===== config.mk =====
export PLATFORM = sky130hd
export DESIGN_NAME = i2s_tx
export DESIGN_NICKNAME = d
export VERILOG_FILES = /design/src/rtl/i2s_tx_pkg.sv /design/src/rtl/i2s_tx_bclk_gen.sv /design/src/rtl/i2s_tx.sv
export SDC_FILE = /design/constraint.sdc
export NUM_CORES = 1
export LEC_CHECK = 0
export CELL_PAD_IN_SITES_DETAIL_PLACEMENT = 1
export CELL_PAD_IN_SITES_GLOBAL_PLACEMENT = 1
export CORE_ASPECT_RATIO = 0.7
export CORE_MARGIN = 3
export CORE_UTILIZATION = 41
export CTS_CLUSTER_DIAMETER = 200
export DETAILED_ROUTE_END_ITERATION = 8
export GPL_TIMING_DRIVEN = 0
export PLACE_DENSITY = 0.83
export SETUP_SLACK_MARGIN = 0.4
export SYNTH_ARGS = -nofsm -noshare
export SYNTH_HDL_FRONTEND = slang
export SYNTH_SLANG_ARGS = --single-unit

===== constraint.sdc =====
create_clock -name clk -period 2.23 [get_ports clk]
set_input_delay 0.446 -clock clk [delete_from_list [all_inputs] [get_ports clk]]
set_output_delay 0.446 -clock clk [all_outputs]
set_load 0.01 [all_outputs]

===== src/rtl/i2s_tx_pkg.sv =====
// Shared I2S framing constants and slot decode helpers for the audio output stage.
package i2s_tx_pkg;

    localparam int SAMPLE_WIDTH   = 24;
    localparam int I2S_SLOT_BITS  = 32;
    localparam int I2S_FRAME_BITS = 2 * I2S_SLOT_BITS;
    localparam logic [5:0] LAST_BIT = 6'(I2S_FRAME_BITS - 1);

    typedef logic [5:0] bit_idx_t;

    typedef struct packed {
        logic       right;
        logic [4:0] pos;
    } slot_t;

    function automatic slot_t decode_slot(input bit_idx_t k);
        slot_t s;
        s.right = k[5];
        s.pos   = k[4:0];
        return s;
    endfunction

    // Slot position 0 is the Philips one-bit delay; data occupies 1..width.
    function automatic logic in_data(input logic [4:0] pos, input logic [4:0] width);
        return (pos != 5'd0) && (pos <= width);
    endfunction

endpackage


===== src/rtl/i2s_tx_bclk_gen.sv =====
// Bit-clock divider: toggles BCLK every CLK_DIV_HALF clk cycles and flags the falling edge.
module i2s_tx_bclk_gen #(
    parameter int CLK_DIV_HALF = 16
) (
    input  logic clk_i,
    input  logic rstn_i,
    output logic bclk_o,
    output logic fall_tick_o
);

    localparam int DW = $clog2(CLK_DIV_HALF);
    localparam logic [DW-1:0] LAST = DW'(CLK_DIV_HALF - 1);

    logic [DW-1:0] div_cnt_q, div_cnt_d;
    logic          bclk_q, bclk_d;
    logic          wrap;

    always_comb begin
        wrap      = (div_cnt_q == LAST);
        div_cnt_d = wrap ? '0 : div_cnt_q + DW'(1);
        bclk_d    = wrap ? ~bclk_q : bclk_q;
    end

    always_ff @(posedge clk_i) begin
        if (!rstn_i) begin
            div_cnt_q <= '0;
            bclk_q    <= 1'b0;
        end else begin
            div_cnt_q <= div_cnt_d;
            bclk_q    <= bclk_d;
        end
    end

    assign bclk_o      = bclk_q;
    assign fall_tick_o = wrap && bclk_q;

endmodule


===== src/rtl/i2s_tx.sv =====
// Philips I2S transmitter: one-deep stereo holding buffer, 64-BCLK frames, MSB first.
module i2s_tx
    import i2s_tx_pkg::*;
#(
    parameter int WIDTH        = SAMPLE_WIDTH,
    parameter int CLK_DIV_HALF = 16
) (
    input  logic             clk,
    input  logic             rstn,
    input  logic [WIDTH-1:0] s_left,
    input  logic [WIDTH-1:0] s_right,
    input  logic             s_valid,
    output logic             s_ready,
    output logic             i2s_bclk,
    output logic             i2s_lrclk,
    output logic             i2s_sd,
    output logic             frame_start,
    output logic             underflow
);

    localparam logic [4:0] W5 = 5'(WIDTH);

    logic             fall_tick;
    logic             frame_load, xfer;
    slot_t            slot;

    bit_idx_t         bit_cnt_q, bit_cnt_d;
    logic             buf_full_q, buf_full_d;
    logic [WIDTH-1:0] buf_l_q, buf_l_d, buf_r_q, buf_r_d;
    logic [WIDTH-1:0] sh_l_q, sh_l_d, sh_r_q, sh_r_d;
    logic             lrclk_q, lrclk_d, sd_q, sd_d;
    logic             s_ready_q, s_ready_d;
    logic             frame_start_q, frame_start_d, underflow_q, underflow_d;

    i2s_tx_bclk_gen #(.CLK_DIV_HALF(CLK_DIV_HALF)) u_bclk (
        .clk_i       (clk),
        .rstn_i      (rstn),
        .bclk_o      (i2s_bclk),
        .fall_tick_o (fall_tick)
    );

    always_comb begin
        frame_load = fall_tick && (bit_cnt_q == LAST_BIT);
        xfer       = s_valid && s_ready_q;
        bit_cnt_d  = bit_cnt_q;
        lrclk_d    = lrclk_q;
        sd_d       = sd_q;
        sh_l_d     = sh_l_q;
        sh_r_d     = sh_r_q;
        buf_full_d = buf_full_q;
        buf_l_d    = buf_l_q;
        buf_r_d    = buf_r_q;
        slot       = decode_slot(bit_cnt_q + 6'd1);

        if (fall_tick) begin
            bit_cnt_d = bit_cnt_q + 6'd1;
            lrclk_d   = slot.right;
            sd_d      = 1'b0;
            if (frame_load) begin
                sh_l_d = buf_full_q ? buf_l_q : '0;
                sh_r_d = buf_full_q ? buf_r_q : '0;
            end else if (in_data(slot.pos, W5)) begin
                if (slot.right) begin
                    sd_d   = sh_r_q[WIDTH-1];
                    sh_r_d = sh_r_q << 1;
                end else begin
                    sd_d   = sh_l_q[WIDTH-1];
                    sh_l_d = sh_l_q << 1;
                end
            end
        end

        // The load consumes the old contents before a same-cycle transfer refills it.
        if (frame_load) buf_full_d = 1'b0;
        if (xfer) begin
            buf_full_d = 1'b1;
            buf_l_d    = s_left;
            buf_r_d    = s_right;
        end

        // A load that empties a full buffer reopens the handshake one cycle later.
        s_ready_d     = !buf_full_d && !(frame_load && buf_full_q);
        frame_start_d = frame_load;
        underflow_d   = frame_load && !buf_full_q;
    end

    always_ff @(posedge clk) begin
        if (!rstn) begin
            bit_cnt_q     <= LAST_BIT;
            buf_full_q    <= 1'b0;
            sh_l_q        <= '0;
            sh_r_q        <= '0;
            lrclk_q       <= 1'b0;
            sd_q          <= 1'b0;
            s_ready_q     <= 1'b1;
            frame_start_q <= 1'b0;
            underflow_q   <= 1'b0;
        end else begin
            bit_cnt_q     <= bit_cnt_d;
            buf_full_q    <= buf_full_d;
            sh_l_q        <= sh_l_d;
            sh_r_q        <= sh_r_d;
            lrclk_q       <= lrclk_d;
            sd_q          <= sd_d;
            s_ready_q     <= s_ready_d;
            frame_start_q <= frame_start_d;
            underflow_q   <= underflow_d;
        end
    end

    always_ff @(posedge clk) begin
        buf_l_q <= buf_l_d;
        buf_r_q <= buf_r_d;
    end

    assign s_ready     = s_ready_q;
    assign i2s_lrclk   = lrclk_q;
    assign i2s_sd      = sd_q;
    assign frame_start = frame_start_q;
    assign underflow   = underflow_q;

endmodule


==> metrics.csv <==
metric,value,unit
H-tree Lvls,4,
ANT cells,0,
"Distinct cells, synth",51,
Synth area leaders,"edfxtp_1, dfxtp_1, nand2_1",
Area Overhead vs Synth,43.4,%
Final HPWL DP,8620,um
core area,0.0113,mm2
sequential fraction of the synthesis area,0.566,
max cap viols,0,
slew margin rel.,0.403,
final WL,18000,um
"Warnings, synthesis",0,
worst-path fanout max,9,
Port Buffers,55,
final non-filler cell total,765,
RSZ-0062 raised after global routing,true,
DRT iter0 DRCs,431,
post-route worst setup slack,0.0569,ns
first-pass GRT wire length,25500,um
crit share post-route,0.974,
Synth Net Count,556,
Max IR drop VDD,0.722,mV
PD cells,785,mW/mm2
Sequential cell area,0.00275,mm2
Worst Hold Slack,0.467,ns
initial antenna violation count,0,
most frequent cell after synthesis,nand2_1,
max frequency,460,MHz
share of the synthesized area in the top cell type,0.297,
final-stage net count,653,
ys async rst share,0,
setup TNS,0,ns
Root Driver,clkbuf_16,
clk_skew,0.00841,ns
Post-synth top cells,"nand2_1, o21ai_0, dfxtp_1",
first drt pass iteration count,5,
Post-synth EDFFs,48,
Die Y-Extent,97.0,um
Yosys top cell by area,edfxtp_1,
total CTS buffers,17,
FILL cells,1198,
crit-path max cell delay,0.35,ns
"Reg clk slew, reported paths",0.06,ns
Multi-input gate area,0.00224,mm2
Setup WS pre-CTS,-0.164,ns
Post-Syn Area,0.00485,mm2
Via Count,4421,
grt ovf,0,
Setup Crit Path Kind,register to register,
Synth Flop Type,dfxtp_1,
Syn Inst Count,502,
drc violations,0,
clock latency on the worst-skew pair,0.44,ns
syn avg cell area,9.66,um2
required time of the critical path,2.59,ns
final setup fails,0,
final slew viol count,0,
cts hold-fix bufs,0,
die width,136,um
utilization after layout,0.616,
Fin. Hold Viols,0,
Seq cells post-synth,113,
CP endpoint kind,register,
HP Class,register to register,
DRT antenna net count,0,
row count,32,
initial core utilization,0.430,
CTS Buffer Depth,2,
GRT Resource Usage Total,0.255,
result of the run,finished clean,
worst-margin pin slew,0.895,ns
cells along the critical path,ha_4 -> clkbuf_16 -> xnor2_4 -> a32oi_2 -> a22oi_2 -> o31ai_4 -> buf_12 -> buf_4 -> nand3_1 -> o21ai_1,
routability cong.,0.780,
WP data arrival,2.54,ns
vias in the first global route,4693,
fin crit period,2.17,ns
CTS tree,done,
Worst Setup Start Kind,register,
fraction of layout cells with a size suffix above 1,0.281,
vias per cell,5.78,
pin count of the biggest net entering global routing,51,
Crit-path slowest cell,dfxtp_4,
I/O Pins,57,
die area,0.0132,mm2
wire per inst,23.5,um
leakage power of the design,2.44,nW
TritonCTS Sinks,113,
Placed Cells,710,
path summary, 6_finish.rpt:
path,start,endpoint,slack [ns],depth (start not counted)
setup / recovery,bit_cnt_q[1],sh_r_q[4],0.06,10
hold / removal,sh_r_q[9],sh_r_q[9],0.47,2
setup reg to reg,bit_cnt_q[1],sh_r_q[4],0.06,10
hold reg to reg,sh_r_q[9],sh_r_q[9],0.47,2
layout by cell type (no fill, tap or decap), types with 4 or more instances in the layout:
| master | instances |
|---|---|
| and2_1 | 6 |
| buf_12 | 5 |
| buf_2 | 5 |
| buf_4 | 15 |
| buf_6 | 4 |
| buf_8 | 6 |
| bufinv_16 | 4 |
| clkbuf_1 | 16 |
| clkbuf_16 | 19 |
| clkbuf_8 | 8 |
| clkdlybuf4s50_1 | 53 |
| dfxtp_1 | 61 |
| edfxtp_1 | 48 |
| nand2_1 | 138 |
| nand3_1 | 21 |
| nand3_2 | 29 |
| nor2_1 | 6 |
| o21ai_0 | 49 |
| o21ai_1 | 18 |
| o21ai_2 | 30 |
report_power, final:
group          leakage (nW)  switching [W]  internal, W
combinational          1.16       0.000137     0.000111
clock                 0.302        0.00104      0.00192
sequential            0.984      0.0000274      0.00223
critical path, delay by kind of cell, from the launching register on:
| family | cells | cell delay, ns |
|---|---|---|
| compound gates | 4 | 0.85 |
| buf+inv | 3 | 0.50 |
| flops | 1 | 0.35 |
| fa+ha+maj | 1 | 0.16 |
| xor+xnor | 1 | 0.14 |
| simple gates | 1 | 0.09 |
state kept, by name, summed over array words and instances, names as in the netlist:
register	count
bit_cnt_q	6
buf_full_q	1
buf_l_q	24
buf_r_q	24
frame_start	1
i2s_lrclk	1
i2s_sd	1
s_ready	1
sh_l_q	24
sh_r_q	24
u_bclk.bclk_o	1
u_bclk.div_cnt_q	4
underflow	1
metal layers:
| metal | GRT usage | wire length [um] | share of wire | up-vias |
|---|---|---|---|---|
| met5 | 0 | 0 | 0 | - |
| met4 | 0.113 | 812 | 0.045 | 0 |
| met1 | 0.309 | 7290 | 0.41 | 2226 |
| met2 | 0.426 | 8900 | 0.50 | 181 |
| met3 | 0.0655 | 954 | 0.053 | 72 |
| li1 | - | - | - | 1942 |
layout make-up:
cell class | count | share of cell area
Sequential cell | 113 | 0.396
Multi-Input combinational cell | 348 | 0.322
Timing Repair Buffer | 77 | 0.114
Clock inverter | 11 | 0.0229
Buffer | 40 | 0.0509
Inverter | 2 | 0.00108
Tap cell | 153 | 0.0275
Clock buffer | 21 | 0.0662
kinds of logic (layout without fill, tap and decap cells):
logic type,count (synthesis),in the layout,synth area share
compound gates,116,117,0.152
xor+xnor,6,6,0.0124
fa+ha+maj,3,3,0.00774
buf+inv,42,151,0.0562
flops,113,113,0.566
mux,1,1,0.00232
simple gates,221,221,0.203
what timing repair did:
action                     4_1_cts  5_1_grt
buffers inserted                13        4
gates resized for setup         71       42
setup endpoints to repair      101       54
gates cloned                     5        1
pin swaps                       17       12
metrics by stage:
step                cell area (um2)  power, W
detailed placement             5700   0.00253
global route                   6950   0.00558
global placement               5700   0.00251
CTS                            6740   0.00540
floorplan                      4960   0.00238
finish                         6950   0.00546
Power figures use the tool's default switching activity.
